File: config.mk
export PLATFORM = sky130hd
export DESIGN_NAME = mem_wb_pipe
export DESIGN_NICKNAME = d
export VERILOG_FILES = /design/src/rtl/mem_wb_pipe.sv
export SDC_FILE = /design/constraint.sdc
export NUM_CORES = 1
export LEC_CHECK = 0
export ABC_AREA = 1
export CAP_MARGIN = 20
export CORE_AREA = 2 2 195 197
export CTS_BUF_LIST = sky130_fd_sc_hd__clkbuf_2
export CTS_CLUSTER_DIAMETER = 40
export DETAILED_ROUTE_END_ITERATION = 8
export DIE_AREA = 0 0 197 199
export GPL_ROUTABILITY_DRIVEN = 0
export PLACE_DENSITY = 0.64
export SLEW_MARGIN = 40
export SYNTH_ARGS = -nofsm -noshare
export SYNTH_HDL_FRONTEND = slang
export SYNTH_SLANG_ARGS = --single-unit
File: constraint.sdc
create_clock -name clk -period 3.6 [get_ports clk]
set_clock_uncertainty 0.1 [all_clocks]
set_input_delay 1.08 -clock clk [delete_from_list [all_inputs] [get_ports clk]]
set_output_delay 1.08 -clock clk [all_outputs]
set_load 0.02 [all_outputs]
File: src/rtl/mem_wb_pipe.sv
// MEM/WB pipeline register: carries the memory-stage result into write-back,
// with flush/bubble handling, GPR and HI/LO forwarding, and retire/bubble counters.
module mem_wb_pipe #(
  parameter int DATA_W    = 32,
  parameter int REG_AW    = 5,
  parameter int CP0_AW    = 5,
  parameter int STAGE     = 4,
  parameter int FWD_PORTS = 2,
  parameter int CNT_W     = 32
) (
  input  logic                        clk,
  input  logic                        rst,
  input  logic [5:0]                  stall,
  input  logic                        flush,
  input  logic                        mem_valid,
  input  logic [REG_AW-1:0]           mem_wd,
  input  logic                        mem_wreg,
  input  logic [DATA_W-1:0]           mem_wdata,
  input  logic [DATA_W-1:0]           mem_hi,
  input  logic [DATA_W-1:0]           mem_lo,
  input  logic                        mem_whilo,
  input  logic                        mem_LLbit_we,
  input  logic                        mem_LLbit_value,
  input  logic                        mem_cp0_we,
  input  logic [CP0_AW-1:0]           mem_cp0_addr,
  input  logic [DATA_W-1:0]           mem_cp0_data,
  output logic                        wb_valid,
  output logic [REG_AW-1:0]           wb_wd,
  output logic                        wb_wreg,
  output logic [DATA_W-1:0]           wb_wdata,
  output logic [DATA_W-1:0]           wb_hi,
  output logic [DATA_W-1:0]           wb_lo,
  output logic                        wb_whilo,
  output logic                        wb_LLbit_we,
  output logic                        wb_LLbit_value,
  output logic                        wb_cp0_we,
  output logic [CP0_AW-1:0]           wb_cp0_addr,
  output logic [DATA_W-1:0]           wb_cp0_data,
  input  logic [FWD_PORTS*REG_AW-1:0] rd_addr,
  output logic [FWD_PORTS-1:0]        fwd_hit,
  output logic [FWD_PORTS*DATA_W-1:0] fwd_data,
  output logic                        fwd_hilo_hit,
  output logic [DATA_W-1:0]           fwd_hi,
  output logic [DATA_W-1:0]           fwd_lo,
  input  logic                        cnt_clr,
  output logic [CNT_W-1:0]            retire_cnt,
  output logic [CNT_W-1:0]            bubble_cnt
);

  typedef struct packed {
    logic              valid;
    logic [REG_AW-1:0] wd;
    logic              wreg;
    logic [DATA_W-1:0] wdata;
    logic [DATA_W-1:0] hi;
    logic [DATA_W-1:0] lo;
    logic              whilo;
    logic              llbit_we;
    logic              llbit_value;
    logic              cp0_we;
    logic [CP0_AW-1:0] cp0_addr;
    logic [DATA_W-1:0] cp0_data;
  } entry_t;

  entry_t            entry_d, entry_q;
  logic [CNT_W-1:0]  retire_cnt_d, retire_cnt_q;
  logic [CNT_W-1:0]  bubble_cnt_d, bubble_cnt_q;
  logic              do_bubble_s, do_advance_s;
  logic              retire_inc_s, bubble_inc_s;

  // Next entry: flush and bubble insert a NOP, advance loads, otherwise hold.
  always_comb begin
    entry_d      = entry_q;
    do_bubble_s  = stall[STAGE] & ~stall[STAGE+1];
    do_advance_s = ~stall[STAGE];
    if (flush || do_bubble_s) begin
      entry_d = '0;
    end else if (do_advance_s) begin
      entry_d.valid       = mem_valid;
      entry_d.wd          = mem_wd;
      entry_d.wreg        = mem_wreg & mem_valid;
      entry_d.wdata       = mem_wdata;
      entry_d.hi          = mem_hi;
      entry_d.lo          = mem_lo;
      entry_d.whilo       = mem_whilo & mem_valid;
      entry_d.llbit_we    = mem_LLbit_we & mem_valid;
      entry_d.llbit_value = mem_LLbit_value;
      entry_d.cp0_we      = mem_cp0_we & mem_valid;
      entry_d.cp0_addr    = mem_cp0_addr;
      entry_d.cp0_data    = mem_cp0_data;
    end else begin
      entry_d = entry_q;
    end
  end

  // Saturating counters; clear wins over an increment in the same cycle.
  always_comb begin
    retire_inc_s = do_advance_s & mem_valid & ~flush;
    bubble_inc_s = do_bubble_s & ~flush;
    retire_cnt_d = retire_cnt_q;
    bubble_cnt_d = bubble_cnt_q;
    if (cnt_clr) begin
      retire_cnt_d = {CNT_W{1'b0}};
      bubble_cnt_d = {CNT_W{1'b0}};
    end else begin
      if (retire_inc_s && (retire_cnt_q != {CNT_W{1'b1}})) begin
        retire_cnt_d = retire_cnt_q + CNT_W'(1);
      end else begin
        retire_cnt_d = retire_cnt_q;
      end
      if (bubble_inc_s && (bubble_cnt_q != {CNT_W{1'b1}})) begin
        bubble_cnt_d = bubble_cnt_q + CNT_W'(1);
      end else begin
        bubble_cnt_d = bubble_cnt_q;
      end
    end
  end

  // State registers with synchronous active-low reset.
  always_ff @(posedge clk) begin
    if (!rst) begin
      entry_q      <= '0;
      retire_cnt_q <= {CNT_W{1'b0}};
      bubble_cnt_q <= {CNT_W{1'b0}};
    end else begin
      entry_q      <= entry_d;
      retire_cnt_q <= retire_cnt_d;
      bubble_cnt_q <= bubble_cnt_d;
    end
  end

  // Forwarding from the registered entry only; register 0 never forwards.
  always_comb begin
    fwd_hit      = {FWD_PORTS{1'b0}};
    fwd_data     = {(FWD_PORTS*DATA_W){1'b0}};
    fwd_hilo_hit = entry_q.valid & entry_q.whilo;
    fwd_hi       = {DATA_W{1'b0}};
    fwd_lo       = {DATA_W{1'b0}};
    for (int k = 0; k < FWD_PORTS; k++) begin
      if (entry_q.valid && entry_q.wreg && (entry_q.wd != {REG_AW{1'b0}}) &&
          (rd_addr[k*REG_AW +: REG_AW] == entry_q.wd)) begin
        fwd_hit[k]                  = 1'b1;
        fwd_data[k*DATA_W +: DATA_W] = entry_q.wdata;
      end else begin
        fwd_hit[k]                  = 1'b0;
        fwd_data[k*DATA_W +: DATA_W] = {DATA_W{1'b0}};
      end
    end
    if (fwd_hilo_hit) begin
      fwd_hi = entry_q.hi;
      fwd_lo = entry_q.lo;
    end else begin
      fwd_hi = {DATA_W{1'b0}};
      fwd_lo = {DATA_W{1'b0}};
    end
  end

  assign wb_valid       = entry_q.valid;
  assign wb_wd          = entry_q.wd;
  assign wb_wreg        = entry_q.wreg;
  assign wb_wdata       = entry_q.wdata;
  assign wb_hi          = entry_q.hi;
  assign wb_lo          = entry_q.lo;
  assign wb_whilo       = entry_q.whilo;
  assign wb_LLbit_we    = entry_q.llbit_we;
  assign wb_LLbit_value = entry_q.llbit_value;
  assign wb_cp0_we      = entry_q.cp0_we;
  assign wb_cp0_addr    = entry_q.cp0_addr;
  assign wb_cp0_data    = entry_q.cp0_data;
  assign retire_cnt     = retire_cnt_q;
  assign bubble_cnt     = bubble_cnt_q;

endmodule

==> flow_summary.yaml, run 1 <==
sta:
  finalSetupViolCount: 59
  worstMarginPinSlew_ns: 0.880
  relSlewSlack_pct: 41.4
  min_period_over_period_pct: 105
  hold_viol: 0
  setup_ws_ns: -0.167
  rsz0062_at_grt: "true"
  fmax_mhz: 265
  drv_slew: 0
  period_minus_slack_ns: 3.77
floorplanning:
  die_width_um: 197
  die_area_um2: 39200
  fp-row-count: 71
  ioPinCount: 503
  initial_core_util_pct: 26.5
  fp.dieH_um: 199
  core_um2: 37100
outcome:
  run_status: "complete, but fails checks"
  violations: "negative setup slack"
cells_and_area:
  final_common_cell: "nand2_1"
  nFillCells: 3807
  final_cell_mix: "463 x nand2_1, 360 x clkdlybuf4s50_1, 235 x nor2_1"
  final_net_count: 2239
  drive_gt1_share_pct: 14.3
  syn2layout_area_growth_pct: 66.3
  final_util_pct: 44.1
setup_path:
  required_ns: 2.42
  crit_family: "buffers and inverters"
  r2r-end: "retire_cnt[2]"
  crit_buf_inv: 4
  r2r_start: "retire_cnt[0]"
  max_stage_delay_ns: 0.47
  end_kind: "output port"
  crit_slowest_cell: "clkdlybuf4s50_1"
  crit_path_frequent_cell: "buf_6"
  worst-endpoint-arrival_ns: 2.59
  cp-start-kind: "primary input"
  path_depth: 9
  crit_fanout: 6
  rrSetupSlack_ns: 1.12
  crit_type: "in2out"
  cp_cell_sequence: "clkdlybuf4s50_1, xnor2_1, nand4_1, nor2_1, nand2_2, buf_8, buf_6, nor2_4, buf_6"
  worst-r2r-cell-count: 9
routing:
  viasPerCell: 4.56
  routedWlPerCell_um: 16.1
  wl_um: 41800
  drt_iter0_drc: 576
  vias: 11800
  route.antenna.remaining_nets: 0
  firstDrtPassIters: 5
  drc: 0
power:
  peakVddDrop_uv: 180
  p_leak_uw: 0.00615
  power_density_nw_per_um2: 287
  power.total_uw: 4700
logic_synthesis:
  synth_edf_count: 0
  synth_area_um2: 9850
  synth-main-ff-cell: "dfxtp_1"
  yosysUniqueCellTypes: 26
  syn-instance-count: 1552
  syn_nets: 1718
  syn_avg_cell_area_um2: 6.35
  ys_warn_count: 0
  synth-async-reset-ratio_pct: 0
  ys_seq_elements: 208
  yosysSeqAreaShare_pct: 42.3
clock_network:
  clock_latency_ns: 0.98
  htree_num_levels: 2
  clockBufferDepth: 3
  cts_tree: "built"
  numCtsBuffers: 61
  cts_root_buf: "clkbuf_2"
  clk_pin_slew_ns: 0.11
  cts.sinks: 208
placed_design:
  hpwl_um: 30400
  port_buffers: 498
global_route:
  grt_antenna_before_repair: 1
  grt_max_degree: 142
  grt_pass1_wl_um: 60900
  grt_usage_pct: 19.8
  first_global_vias: 11000
  overflow: 0
worst_hold_path:
  min_from: "stall[4]"
  hold_path_end: "wb_cp0_data[16]"
  hold_path.class: "in2reg"
  hold_depth: 3
flow_run:
  cap_violations: 0
[final cells by class]
type                       count  area, um2  share of cell area [%]
antenna                        1       2.50                  0.0153
clock inverter                19       83.8                   0.511
multi-input combinational   1102       5110                    31.2
timing repair buffer         532       5330                    32.5
sequential                   208       4180                    25.5
inverter                     168        636                    3.88
clock buffer                  90        450                    2.75
tap                          474        593                    3.62
[power by group]
part           switching (uW)  leakage, uW  internal (uW)  total (uW)
Combinational             277      0.00404            290         566
Clock                    1080     0.000419            672        1750
Sequential               40.1      0.00169           2340        2380
Total                    1400      0.00615           3300        4700
[registers in the layout (all words and copies together) (netlist names), 5 cells and up]
register,count
bubble_cnt,32
retire_cnt,32
wb_cp0_data,32
wb_hi,32
wb_lo,32
wb_wdata,32
wb_cp0_addr,5
wb_wd,5
[worst min-delay path: stages]
cell,delay [ns]
buf_4,0.16
nand2_1,0.06
a21oi_1,0.05
[synth_stat cells, types with 2 or more instances]
| library cell | count | area share (%) |
|---|---|---|
| nand2_1 | 466 | 18 |
| dfxtp_1 | 208 | 42 |
| xnor2_1 | 9 | 0.80 |
| nor2_1 | 290 | 11 |
| ha_1 | 2 | 0.25 |
| inv_2 | 7 | 0.27 |
| nor2_4 | 3 | 0.34 |
| a22o_1 | 4 | 0.36 |
| clkbuf_1 | 45 | 1.7 |
| clkinv_1 | 3 | 0.11 |
| nor2_2 | 10 | 0.63 |
| xor2_1 | 5 | 0.44 |
| buf_2 | 16 | 0.81 |
| inv_1 | 158 | 6.0 |
| nand2_2 | 6 | 0.38 |
| buf_6 | 4 | 0.46 |
| nor3_1 | 12 | 0.61 |
| nand3_1 | 70 | 3.6 |
| buf_1 | 10 | 0.38 |
| nor3_2 | 2 | 0.20 |
| nand4_1 | 16 | 1.0 |
| a21oi_1 | 192 | 9.8 |
| a31oi_1 | 5 | 0.32 |
| o21ai_0 | 7 | 0.36 |
[metal layers]
layer / up-vias / share of wire, % / track usage [%]
met5: - / 0 / 0
met4: 0 / 2.5 / 6.32
met3: 85 / 7.9 / 6.58
met2: 437 / 50 / 35.0
met1: 5411 / 40 / 22.5
li1: 5892 / - / -
[per-stage QoR]
step / area, um2 / worst slack (ns) / setup TNS (ns) / hold slack [ns] / instances
2_1_floorplan: 9850 / 0.427 / 0 / 0.445 / 1552
3_3_place_gp: 15300 / -0.603 / -37.67 / 0.351 / 2468
3_5_place_dp: 15300 / -0.587 / -36.72 / 0.357 / 2468
4_1_cts: 15900 / -0.135 / -2.10 / 0.144 / 2587
5_1_grt: 16400 / -0.324 / -11.95 / 0.161 / 2594
6_report: 16400 / -0.167 / -5.22 / 0.310 / 2594
[worst max-delay path by stage]
stage                   endpoint  slack (ns)  startpoint
floorplan           fwd_data[22]        0.43  rd_addr[0]
global placement    fwd_data[30]       -0.60  rd_addr[1]
detailed placement  fwd_data[14]       -0.59  rd_addr[1]
CTS                 fwd_data[16]       -0.14    wb_wd[1]
global route         fwd_data[9]       -0.32    wb_wd[0]
finish              fwd_data[40]       -0.17  rd_addr[7]
[cell families after synthesis]
| family | after synthesis | synth area share [%] |
|---|---|---|
| compound gates | 208 | 10.8 |
| xor+xnor | 14 | 1.24 |
| fa+ha+maj | 2 | 0.254 |
| buf+inv | 243 | 9.76 |
| flops | 208 | 42.3 |
| simple gates | 877 | 35.7 |
[timing repair]
item                                    CTS  global route
endpoints found under the setup margin  131            69
cloned                                    3             2
resized for setup                       483           111
hold buffers                              0             0
buffers inserted                          7             4
pin swaps                                 2             7
No activity file was read; power rests on OpenSTA's default activity.
==> run 2: changes to the inputs <==
--- a/config.mk
+++ b/config.mk
@@ -6,7 +6,7 @@
 export NUM_CORES = 1
 export LEC_CHECK = 0
 export ABC_AREA = 1
-export CAP_MARGIN = 20
+export CAP_MARGIN = 10
 export CORE_AREA = 2 2 195 197
 export CTS_BUF_LIST = sky130_fd_sc_hd__clkbuf_2
 export CTS_CLUSTER_DIAMETER = 40
==> results of run 2 <==
No change in the layout: final DEF, timing and power equal those of run 1.
==> run 3: changes to the inputs <==
--- a/config.mk
+++ b/config.mk
@@ -9,12 +9,12 @@
 export CAP_MARGIN = 10
 export CORE_AREA = 2 2 195 197
 export CTS_BUF_LIST = sky130_fd_sc_hd__clkbuf_2
-export CTS_CLUSTER_DIAMETER = 40
+export CTS_CLUSTER_DIAMETER = 30
 export DETAILED_ROUTE_END_ITERATION = 8
 export DIE_AREA = 0 0 197 199
 export GPL_ROUTABILITY_DRIVEN = 0
 export PLACE_DENSITY = 0.64
-export SLEW_MARGIN = 40
+export SLEW_MARGIN = 20
 export SYNTH_ARGS = -nofsm -noshare
 export SYNTH_HDL_FRONTEND = slang
 export SYNTH_SLANG_ARGS = --single-unit
==> run 3 against run 2 <==
Effect of this change: sequential power about the same; worst setup slack improved by 0.13 ns; register-to-register slack about the same; global-route usage about the same; die area unchanged; the flow still finishes with violations (negative setup slack); non-clock buffer count decreased by 6; final cell count increased by 0.23%; first-iteration DRC count decreased by 0.69%; sequential share of layout area increased by 0.50 points; core utilization decreased by 0.86 points.
==> flow_summary.yaml, run 3 (synthesis results as in run 1) <==
outcome:
  run_status: "complete, but fails checks"
  violations: "negative setup slack"
cells_and_area:
  ff_latch_area_um2: 4180
  final_common_cell: "nand2_1"
  syn2layout_area_growth_pct: 63.1
  nFillCells: 3868
  final_net_count: 2238
  final_cell_mix: "463 x nand2_1, 366 x clkdlybuf4s50_1, 257 x nor2_1"
  multi_input_comb_area_um2: 4960
  drive_gt1_share_pct: 13.1
setup_path:
  required_ns: 2.42
  worst-endpoint-arrival_ns: 2.46
  r2r_start: "retire_cnt[0]"
  crit_type: "in2out"
  rrSetupSlack_ns: 1.12
  cp-start-kind: "primary input"
  r2r-end: "retire_cnt[2]"
  end_kind: "output port"
  worst-r2r-cell-count: 9
  crit_fanout: 6
routing:
  wl_met2_um: 20100
  viasPerCell: 4.51
  dr_wl_met3_um: 3340
  drt_iter0_drc: 572
  top_layer_used: "met4"
  drc: 0
  firstDrtPassIters: 5
  wl_um: 41100
  route.antenna.remaining_nets: 0
  routedWlPerCell_um: 15.8
  vias: 11700
  met1_length_um: 16500
sta:
  relSlewSlack_pct: 42.9
  min_period_over_period_pct: 101
  rsz0062_at_grt: "true"
  hold_viol: 0
  worstMarginPinSlew_ns: 0.857
  drv_slew: 0
  finalSetupViolCount: 2
  fmax_mhz: 275
  setup_ws_ns: -0.0399
  period_minus_slack_ns: 3.64
  tns_ns: -0.0693
clock_network:
  htree_num_levels: 3
  cts_root_buf: "clkbuf_2"
  ctsHoldBuffers: 0
  cts.sinks: 208
  clock_latency_ns: 0.88
  clk_pin_slew_ns: 0.07
  clockBufferDepth: 3
  cts_tree: "built"
  numCtsBuffers: 67
global_route:
  first_global_vias: 11000
  grt_pass1_wl_um: 60200
  grt_usage_pct: 19.7
  overflow: 0
  grt_antenna_before_repair: 3
  grt_max_degree: 142
power:
  internal-power_uw: 3330
  seq_power_share_pct: 50.1
  peakVddDrop_uv: 170
  p_sw_uw: 1420
  swShare_pct: 29.9
  clock_power_share_pct: 38.1
  power_density_nw_per_um2: 296
  p_leak_uw: 0.00614
  power.total_uw: 4750
  p_comb_share_pct: 11.8
worst_hold_path:
  hold_depth: 2
  hold_path.class: "reg2reg"
  min_from: "wb_cp0_data[30]"
  hold_path_end: "wb_cp0_data[30]"
placed_design:
  hpwl_um: 30400
  port_buffers: 498
flow_run:
  cap_violations: 0
floorplanning:
  ioPinCount: 503
  initial_core_util_pct: 26.5
  die_area_um2: 39200
  fp-row-count: 71
  core_um2: 37100
  fp.dieH_um: 199
  die_width_um: 197
run 3: cell types whose count changed in the layout (fill, tap and decap cells not counted), sizes merged, moves of 2 or more:
cell	before	now
buf	102	92
clkbuf	92	94
clkdlybuf4s50	360	366
clkinv	21	25
diode	1	4
dlygate4sd2	64	62
inv	165	169
run 3: layout make-up:
type	instances	share of cell area [%]
Sequential cell	208	26.0
Multi-Input combinational cell	1101	30.8
Tap cell	474	3.69
Clock buffer	92	2.86
Antenna cell	4	0.0623
Clock inverter	27	0.716
Timing Repair Buffer	526	31.9
Inverter	168	3.95
run 3: how the worst max path moves through the flow:
stage,cells past startpoint,start,slack (ns),endpoint
3_3_place_gp,8,rd_addr[1],-0.60,fwd_data[30]
5_1_grt,8,wb_wd[1],-0.09,fwd_data[60]
6_report,8,rd_addr[9],-0.04,fwd_data[60]
3_5_place_dp,8,rd_addr[1],-0.59,fwd_data[14]
2_1_floorplan,6,rd_addr[0],0.43,fwd_data[22]
4_1_cts,8,wb_wd[3],-0.04,fwd_data[45]
run 3: power groups by stage:
stage               registers (uW)  clock network, uW  logic (uW)
global route                  2390               2050         607
CTS                           2380               1910         564
floorplan                     2480                  0         177
finish                        2380               1810         561
global placement              2430                  0         554
detailed placement            2430                  0         558
run 3: metrics by stage:
step | worst slack [ns] | instances | util, % | instance area (um2) | hold slack [ns]
floorplan | 0.427 | 1552 | - | 9850 | 0.445
detailed placement | -0.587 | 2468 | 41.2 | 15300 | 0.357
finish | -0.0399 | 2600 | 43.3 | 16100 | 0.363
global route | -0.0929 | 2599 | 43.3 | 16100 | 0.309
CTS | -0.0446 | 2595 | 42.5 | 15800 | 0.255
global placement | -0.603 | 2468 | 41.2 | 15300 | 0.351
run 3: layer usage:
layer / global-route usage, % / vias up
li1: - / 5898
met4: 9.11 / 0
met5: 0 / -
met2: 33.9 / 445
met3: 6.53 / 86
met1: 22.2 / 5297
run 3: critical path: stages:
cell and delay, ns:
clkdlybuf4s50_1 0.42, xor2_1 0.16, nor2_2 0.15, nand2_4 0.14, buf_6 0.18, buf_6 0.12
nor2_4 0.09, buf_6 0.12
run 3: repair_timing:
| action | 4_1_cts | 5_1_grt |
|---|---|---|
| pin swaps | 13 | 6 |
| setup endpoints to repair | 131 | 68 |
| resized for setup | 393 | 93 |
| gates cloned | 4 | 2 |
| setup buffers | 4 | 1 |
